`src/rtl/pb_debounce.sv`:
```
// Two-channel push-button conditioner: synchronizer, debounce FSM, press pulse
// and stuck-button detector for the left and right buttons.
module pb_debounce #(
  parameter int unsigned DEB_CNT = 50000,
  parameter int unsigned CNT_W   = 16,
  parameter int unsigned STUCK_W = 24
) (
  input  logic clk,
  input  logic rst,
  input  logic pbl_raw,
  input  logic pbr_raw,
  output logic pbl,
  output logic pbr,
  output logic pbl_press,
  output logic pbr_press,
  output logic stuck_l,
  output logic stuck_r
);

  // Counter value on which the next disagreeing sample completes a debounce
  localparam logic [CNT_W-1:0] CNT_LAST = CNT_W'(DEB_CNT - 1);

  typedef enum logic [1:0] {
    IDLE = 2'd0,
    RISE = 2'd1,
    HIGH = 2'd2,
    FALL = 2'd3
  } state_t;

  logic [1:0] raw;
  logic [1:0] level_v;
  logic [1:0] press_v;
  logic [1:0] stuck_v;

  assign raw = {pbr_raw, pbl_raw};

  for (genvar i = 0; i < 2; i++) begin : g_chan
    state_t             state;
    logic               s1;
    logic               s2;
    logic [CNT_W-1:0]   cnt;
    logic [STUCK_W-1:0] hold;
    logic               level;
    logic               press;
    logic               stuck;
    logic               done_c;
    logic               fall_c;

    // A disagreeing sample that lands on the last count toggles the level
    always_comb begin
      done_c = 1'b0;
      fall_c = 1'b0;
      if ((s2 != level) && (cnt == CNT_LAST)) begin
        done_c = 1'b1;
        fall_c = level;
      end
    end

    // Two-flop synchronizer for the raw button
    always_ff @(posedge clk or posedge rst) begin
      if (rst) begin
        s1 <= 1'b0;
        s2 <= 1'b0;
      end else begin
        s1 <= raw[i];
        s2 <= s1;
      end
    end

    // Debounce FSM with registered level and press pulse
    always_ff @(posedge clk or posedge rst) begin
      if (rst) begin
        state <= IDLE;
        cnt   <= '0;
        level <= 1'b0;
        press <= 1'b0;
      end else begin
        press <= 1'b0;
        case (state)
          IDLE, RISE: begin
            if (!s2) begin
              state <= IDLE;
              cnt   <= '0;
            end else if (done_c) begin
              state <= HIGH;
              cnt   <= '0;
              level <= 1'b1;
              press <= 1'b1;
            end else begin
              state <= RISE;
              cnt   <= cnt + CNT_W'(1);
            end
          end
          HIGH, FALL: begin
            if (s2) begin
              state <= HIGH;
              cnt   <= '0;
            end else if (done_c) begin
              state <= IDLE;
              cnt   <= '0;
              level <= 1'b0;
            end else begin
              state <= FALL;
              cnt   <= cnt + CNT_W'(1);
            end
          end
          default: begin
            state <= IDLE;
            cnt   <= '0;
            level <= 1'b0;
          end
        endcase
      end
    end

    // Hold counter saturates while pressed; stuck mirrors the saturated state
    always_ff @(posedge clk or posedge rst) begin
      if (rst) begin
        hold  <= '0;
        stuck <= 1'b0;
      end else if (fall_c || !level) begin
        hold  <= '0;
        stuck <= 1'b0;
      end else if (hold != '1) begin
        hold  <= hold + STUCK_W'(1);
        stuck <= ((hold + STUCK_W'(1)) == '1);
      end else begin
        stuck <= 1'b1;
      end
    end

    assign level_v[i] = level;
    assign press_v[i] = press;
    assign stuck_v[i] = stuck;
  end

  assign pbl       = level_v[0];
  assign pbr       = level_v[1];
  assign pbl_press = press_v[0];
  assign pbr_press = press_v[1];
  assign stuck_l   = stuck_v[0];
  assign stuck_r   = stuck_v[1];

endmodule

```
`config.mk`:
```
export PLATFORM = sky130hd
export DESIGN_NAME = pb_debounce
export DESIGN_NICKNAME = d
export VERILOG_FILES = /design/src/rtl/pb_debounce.sv
export SDC_FILE = /design/constraint.sdc
export NUM_CORES = 1
export LEC_CHECK = 0
export CAP_MARGIN = 10
export CORE_UTILIZATION = 34
export DETAILED_ROUTE_END_ITERATION = 12
export PLACE_DENSITY = 0.47
export SKIP_LAST_GASP = 1
export SLEW_MARGIN = 20
export SYNTH_ARGS = -nofsm -noshare
export SYNTH_HDL_FRONTEND = slang
export SYNTH_SLANG_ARGS = --single-unit
```
`constraint.sdc`:
```
create_clock -name clk -period 2.8 [get_ports clk]
set_clock_uncertainty 0.15 [all_clocks]
set_input_delay 0.56 -clock clk [delete_from_list [all_inputs] [get_ports clk]]
set_output_delay 0.56 -clock clk [all_outputs]
set_load 0.02 [all_outputs]
```
==> run_results.csv, run 1 <==
group,metric,value,unit
final_layout,syn2layout_area_growth,14.8,%
setup_path,rr_endpoint,"stuck_l",
timing,fin_crit_sh,86.0,%
floorplan,die_x,122,um
synthesis,yosys_warnings,0,
timing,period_minus_slack,2410,ps
synthesis,yosys-top-cells-area,"dfrtp_1 47%, xor2_1 7.3%, xnor2_1 6.2%",
final_layout,antenna_cells,0,
synthesis,yosysSeqAreaShare,46.7,%
drt,avgViaCountPerCell,5.17,
synthesis,syn_nets,539,
clock_tree,clock-sinks,92,
clock_tree,path_clk_slew,60,ps
placed_design,dp_hpwl,7340,um
final_layout,multi_input_area,2500,um2
floorplan,start_util,35.3,%
synthesis,async_reset_ff_share,100,%
timing,rsz0062_at_grt,"no",
global_routing,track_usage,15.5,%
clock_tree,holdBufCountCts,0,
setup_path,critPathKind,"flop to flop",
pwr,p_leak,2.22,nW
global_routing,first_global_vias,3777,
setup_path,end_kind,"flop",
worst_hold_path,min_from,"g_chan[1].s1",
setup_path,rr_worst_depth,8,
status,outcome,"complete, no violations",
worst_hold_path,hold_path_end,"g_chan[1].s2",
synthesis,ys.flop_type,"dfrtp_1",
timing,maxSlewViolCount,0,
clock_tree,clk_latency,340,ps
clock_tree,cts-root-buf,"clkbuf_16",
synthesis,syn_area,4930,um2
placed_design,routabilityCongestion,0.834,
drt,antenna_left,0,
drt,vias,3762,
drt,wl,10400,um
floorplan,rows,43,
synthesis,synthCells,529,
drt,wl_met2,4750,um
drt,drt_iter0_markers,171,
clock_tree,clockBufferDepth,2,
drt,dr_wl_met3,230,um
timing,slew_headroom,62.7,%
drt,drc,0,
global_routing,antenna_found_initial,0,
clock_tree,cts_setup_buffers,0,
final_layout,fillCellCount,1403,
timing,worst_pin_slew,559,ps
setup_path,ff2ff_setup_slack,390,ps
floorplan,ioPinCount,10,
global_routing,grt_max_degree,47,
floorplan,die_y,122,um
setup_path,crit_required,2940,ps
timing,finalHoldViolCount,0,
pwr,vdd_drop_max,284,uV
synthesis,syn_avg_cell_area,9.32,um2
timing,fin_tns_setup,0,ps
worst_hold_path,min_path_type,"flop to flop",
drt,post_drt_wl_per_cell,14.3,um
synthesis,post-synth-top-area-cell,"dfrtp_1",
timing,fmax,0.415,GHz
global_routing,grt_pass1_wl,18200,um
timing,setup_viol,0,
setup_path,cp_max_fo,13,
final_layout,drive_gt1_share,7.85,%
synthesis,synth-seq-cells,92,
setup_path,critPathLaunchType,"flop",
final_layout,ff_latch_area,2300,um2
pwr,power_density,491,nW/um2
synthesis,synth_edf_count,0,
clock_tree,cts_buffers,9,
worst_hold_path,hold_depth,0,
clock_tree,htree_levels,3,
floorplan,core-area,14000,um2
clock_tree,cts_tree,"built",
setup_path,reg2reg_from,"g_chan[0].hold[0]",
setup_path,critPathArrivalTime,2540,ps
drt,top_layer_used,"met4",
drt,drt-pass1-iter-count,4,
drt,met1_length,5260,um
final_layout,nets,553,
synthesis,synthDistinctLibCells,51,
job,cap_violations,0,
synthesis,synth_top_area_share,46.7,%
clock_tree,ctsResizeCount,0,
global_routing,gr-total-overflow,0,
floorplan,dieArea,15000,um2
placed_design,portBuffers,9,
final_layout,finalCoreUtilization,40.5,%
cells by family (layout without fill, tap and decap cells):
| family | Yosys count | count (layout) | share of synthesized area [%] |
|---|---|---|---|
| AOI/OAI and AO/OA | 77 | 77 | 9.03 |
| xor gates and xnor gates | 76 | 76 | 13.5 |
| adders and majority gates | 6 | 6 | 1.52 |
| buffers and inverters | 34 | 53 | 2.79 |
| DFF | 92 | 92 | 46.7 |
| muxes | 3 | 3 | 0.634 |
| and+or+nand+nor | 241 | 241 | 25.8 |
area by class of cell:
| class | instances | area share, % |
|---|---|---|
| inverters | 9 | 0.663 |
| multi-input cells | 403 | 44.2 |
| well taps | 180 | 3.98 |
| clock inverters | 3 | 1.19 |
| clock buffers | 13 | 4.78 |
| repair buffers | 28 | 4.55 |
| flip-flops and latches | 92 | 40.7 |
cells in the mapped netlist, drive strengths merged (3+ instances only):
| library cell | number |
|---|---|
| nor4 | 9 |
| nand2b | 3 |
| or4 | 5 |
| xor2 | 41 |
| a21oi | 48 |
| and2 | 5 |
| ha | 6 |
| and3 | 20 |
| a31oi | 4 |
| nor3b | 7 |
| nor2b | 3 |
| nor2 | 67 |
| or3 | 3 |
| o21ai | 6 |
| buf | 7 |
| dfrtp | 92 |
| clkbuf | 18 |
| nand3 | 42 |
| o211ai | 3 |
| nand4 | 20 |
| xnor2 | 35 |
| inv | 9 |
| nor4b | 4 |
| nor3 | 8 |
| a211oi | 5 |
| and4b | 5 |
| nand2 | 35 |
worst max-delay path by stage:
stage,start,endpoint,slack (ps),cells past startpoint
global route,g_chan[0].hold[0],stuck_l,220,8
global placement,g_chan[1].hold[0],stuck_r,440,8
CTS,g_chan[0].hold[0],stuck_l,410,8
detailed placement,g_chan[0].hold[0],stuck_l,430,8
floorplan,g_chan[0].hold[0],g_chan[0].hold[5],500,8
finish,g_chan[0].hold[0],stuck_l,390,8
cell usage in the layout, fill, tap and decap left out, drive strengths merged, types with 2 or more instances in the layout:
| master | count |
|---|---|
| buf | 19 |
| o211ai | 3 |
| ha | 6 |
| inv | 8 |
| nor2b | 3 |
| nor4b | 4 |
| nor3b | 7 |
| and4b | 5 |
| clkinvlp | 2 |
| o21bai | 2 |
| dfrtp | 92 |
| nand3 | 42 |
| nor4 | 9 |
| clkbuf | 13 |
| a21oi | 48 |
| a31oi | 4 |
| and2 | 5 |
| and3 | 20 |
| or3 | 3 |
| nand4 | 20 |
| xor2 | 41 |
| xnor2 | 35 |
| a211oi | 5 |
| clkdlybuf4s50 | 9 |
| or4 | 5 |
| nor4bb | 2 |
| nor2 | 67 |
| nand2b | 3 |
| mux2i | 2 |
| bufinv | 2 |
| nor3 | 8 |
| o21ai | 6 |
| nand2 | 35 |
worst max-delay path: stages (launching register included):
cell	delay, ps
dfrtp_1	460
ha_1	350
nand2_1	100
nor2_1	150
nand2_1	80
or3_1	550
buf_4	280
nor2_1	110
a31o_1	110
sequential cells by signal (all words and copies together), names as in the netlist:
| name | count |
|---|---|
| g_chan.hold | 48 |
| g_chan.cnt | 32 |
| g_chan.s1 | 2 |
| g_chan.s2 | 2 |
| g_chan.state | 2 |
| pbl | 1 |
| pbl_press | 1 |
| pbr | 1 |
| pbr_press | 1 |
| stuck_l | 1 |
| stuck_r | 1 |
power by group:
part / total (mW) / leakage, nW / internal [mW] / switching (mW)
combinational: 0.0608 / 0.790 / 0.0201 / 0.0407
sequential: 1.35 / 1.27 / 1.34 / 0.00781
clock: 1.37 / 0.162 / 0.856 / 0.515
routing by layer:
metal	vias up	GRT usage (%)
met1	1820	20.9
met3	12	2.60
met4	0	7.16
met5	-	0
met2	41	24.4
li1	1889	-
through the flow:
| stage | power [mW] | setup slack, ps | instances | hold WS [ps] | cell area, um2 |
|---|---|---|---|---|---|
| floorplan | 1.41 | 504 | 529 | 181 | 4930 |
| global placement | 1.43 | 438 | 712 | 199 | 5320 |
| detailed placement | 1.44 | 432 | 712 | 202 | 5320 |
| CTS | 2.83 | 407 | 728 | 217 | 5660 |
| global route | 2.89 | 220 | 728 | 222 | 5660 |
| finish | 2.78 | 393 | 728 | 208 | 5660 |
No activity file was read; power rests on OpenSTA's default activity.
==> run 2, diff against run 1 <==
Settings changed: CORE_ASPECT_RATIO set to 1.25, PLACE_DENSITY 0.47 to 0.45.
Clock period 2.8 ns to 2.75 ns, I/O delays scaled along.
==> run 2 against run 1 <==
Core utilization fell by 0.48 points. Worst hold slack got worse by 8.3 ps. Power fell by 3.0%. Worst setup slack got worse by 27 ps. Largest cell class unchanged. Routed wire length rose by 2.7%.
==> run_results.csv, run 2 (synthesized netlist as in run 1, its figures left out) <==
group,metric,value,unit
status,outcome,"complete, no violations",
setup_path,cp_cell_sequence,"ha_1 -> xnor2_1 -> or3_1 -> or4_1 -> nor4_2 -> a31o_1",
floorplan,dieArea,15000,um2
drt,wl,10700,um
placed_design,portBuffers,9,
clock_tree,clockBufferDepth,2,
global_routing,grt_pass1_wl,18300,um
global_routing,track_usage,15.9,%
clock_tree,cts_setup_buffers,0,
clock_tree,cts-root-buf,"clkbuf_16",
clock_tree,clock-sinks,92,
final_layout,drive_gt1_share,7.86,%
final_layout,antenna_cells,0,
pwr,swShare,22.4,%
timing,period_minus_slack,2380,ps
final_layout,fillCellCount,1390,
timing,whs,199,ps
pwr,p_leak,2.20,nW
final_layout,ff_latch_area,2300,um2
setup_path,end_kind,"flop",
setup_path,critPathLaunchType,"flop",
global_routing,first_global_vias,3708,
global_routing,gr-total-overflow,0,
timing,fmax,0.419,GHz
timing,setup_viol,0,
global_routing,antenna_found_initial,0,
placed_design,routabilityCongestion,0.808,
drt,drt_iter0_markers,147,
timing,worst_pin_slew,507,ps
worst_hold_path,min_path_type,"flop to flop",
timing,fin_crit_sh,86.7,%
floorplan,die_y,137,um
final_layout,largestRegisters,"g_chan.hold x48, g_chan.cnt x32",
timing,slew_headroom,66.0,%
final_layout,syn2layout_area_growth,13.4,%
floorplan,core-area,14000,um2
floorplan,rows,48,
clock_tree,cts_tree,"built",
setup_path,critPathArrivalTime,2520,ps
global_routing,grt_max_degree,93,
final_layout,largest_register_ffs,48,
floorplan,ioPinCount,10,
clock_tree,htree_levels,3,
job,cap_violations,0,
final_layout,finalCoreUtilization,40.0,%
timing,rsz0062_at_grt,"no",
final_layout,top_register,"g_chan.hold",
placed_design,dp_hpwl,7260,um
setup_path,slowest_stage,"or4_1",
drt,vias,3768,
pwr,comb_power_share,2.2,%
final_layout,nets,552,
clock_tree,ctsResizeCount,0,
timing,fin_tns_setup,0,ps
drt,drc,0,
floorplan,start_util,35.2,%
timing,finalHoldViolCount,0,
pwr,seqPwrFrac,50.9,%
timing,maxSlewViolCount,0,
placed_design,place_ws,378,ps
final_layout,final_common_cell,"dfrtp_1",
pwr,p_clk_share,47.0,%
pwr,intPower,2.09,mW
setup_path,cp_max_fo,7,
clock_tree,holdBufCountCts,0,
pwr,vdd_drop_max,218,uV
setup_path,critPathKind,"flop to flop",
drt,post_drt_wl_per_cell,14.9,um
timing,fin_ws,366,ps
clock_tree,clk_latency,350,ps
drt,drt-pass1-iter-count,4,
pwr,power_density,482,nW/um2
clock_tree,path_clk_slew,70,ps
floorplan,die_x,110,um
setup_path,slowest_delay,530,ps
drt,avgViaCountPerCell,5.22,
final_layout,multi_input_area,2500,um2
clock_tree,cts_buffers,9,
pwr,p_switching,0.603,mW
final_layout,final_cell_mix,"92 x dfrtp_1, 67 x nor2_1, 48 x a21oi_1, 42 x nand3_1, 41 x xor2_1",
drt,antenna_left,0,
setup_path,crit_required,2880,ps
[run 2: worst max-delay path: cells and delay by family (launching register included)]
family	cells	cell delay [ps]
AO/OA/AOI/OAI	1	180
flip-flops	1	450
XOR/XNOR	1	170
adder cells (fa/ha/maj)	1	330
AND/OR/NAND/NOR	3	1040
[run 2: cell type report]
class                   instances  share of cell area [%]
multi-input cells             403                    44.7
flip-flops and latches         92                    41.2
repair buffers                 27                    4.25
clock buffers                   9                    4.03
well taps                     175                    3.91
clock inverters                 7                    1.32
inverters                       9                   0.671
[run 2: final timing paths]
| path | start | to | slack, ps | cells after the start |
|---|---|---|---|---|
| max | g_chan[0].hold[0] | stuck_l | 370 | 6 |
| min | g_chan[0].s1 | g_chan[0].s2 | 200 | 0 |
| max reg2reg | g_chan[0].hold[0] | stuck_l | 370 | 6 |
| min reg2reg | g_chan[0].s1 | g_chan[0].s2 | 200 | 0 |
| max in group asynchronous | rst | g_chan[1].hold[12] | 1550 | 3 |
| min in group asynchronous | rst | g_chan[0].cnt[0] | 540 | 3 |
[run 2: power by group through the flow]
| stage | sequential, mW | combinational (mW) | clock, mW |
|---|---|---|---|
| 6_report | 1.37 | 0.0582 | 1.27 |
| 5_1_grt | 1.37 | 0.0695 | 1.37 |
| 4_1_cts | 1.37 | 0.0618 | 1.32 |
| 3_5_place_dp | 1.40 | 0.0615 | 0 |
| 3_3_place_gp | 1.40 | 0.0618 | 0 |
| 2_1_floorplan | 1.39 | 0.0417 | 0 |
[run 2: layer usage]
metal	part of all wire [%]	wire length (um)	track usage, %
met1	48	5130	21.4
met2	48	5130	25.3
met3	2.8	295	3.05
met4	1.6	167	6.00
met5	0	0	0
[run 2: per-stage QoR]
step                instances  cell area (um2)  total power [mW]
finish                    722             5590              2.69
detailed placement        706             5300              1.46
floorplan                 529             4930              1.43
global placement          706             5300              1.46
global route              722             5590              2.81
CTS                       722             5590              2.75
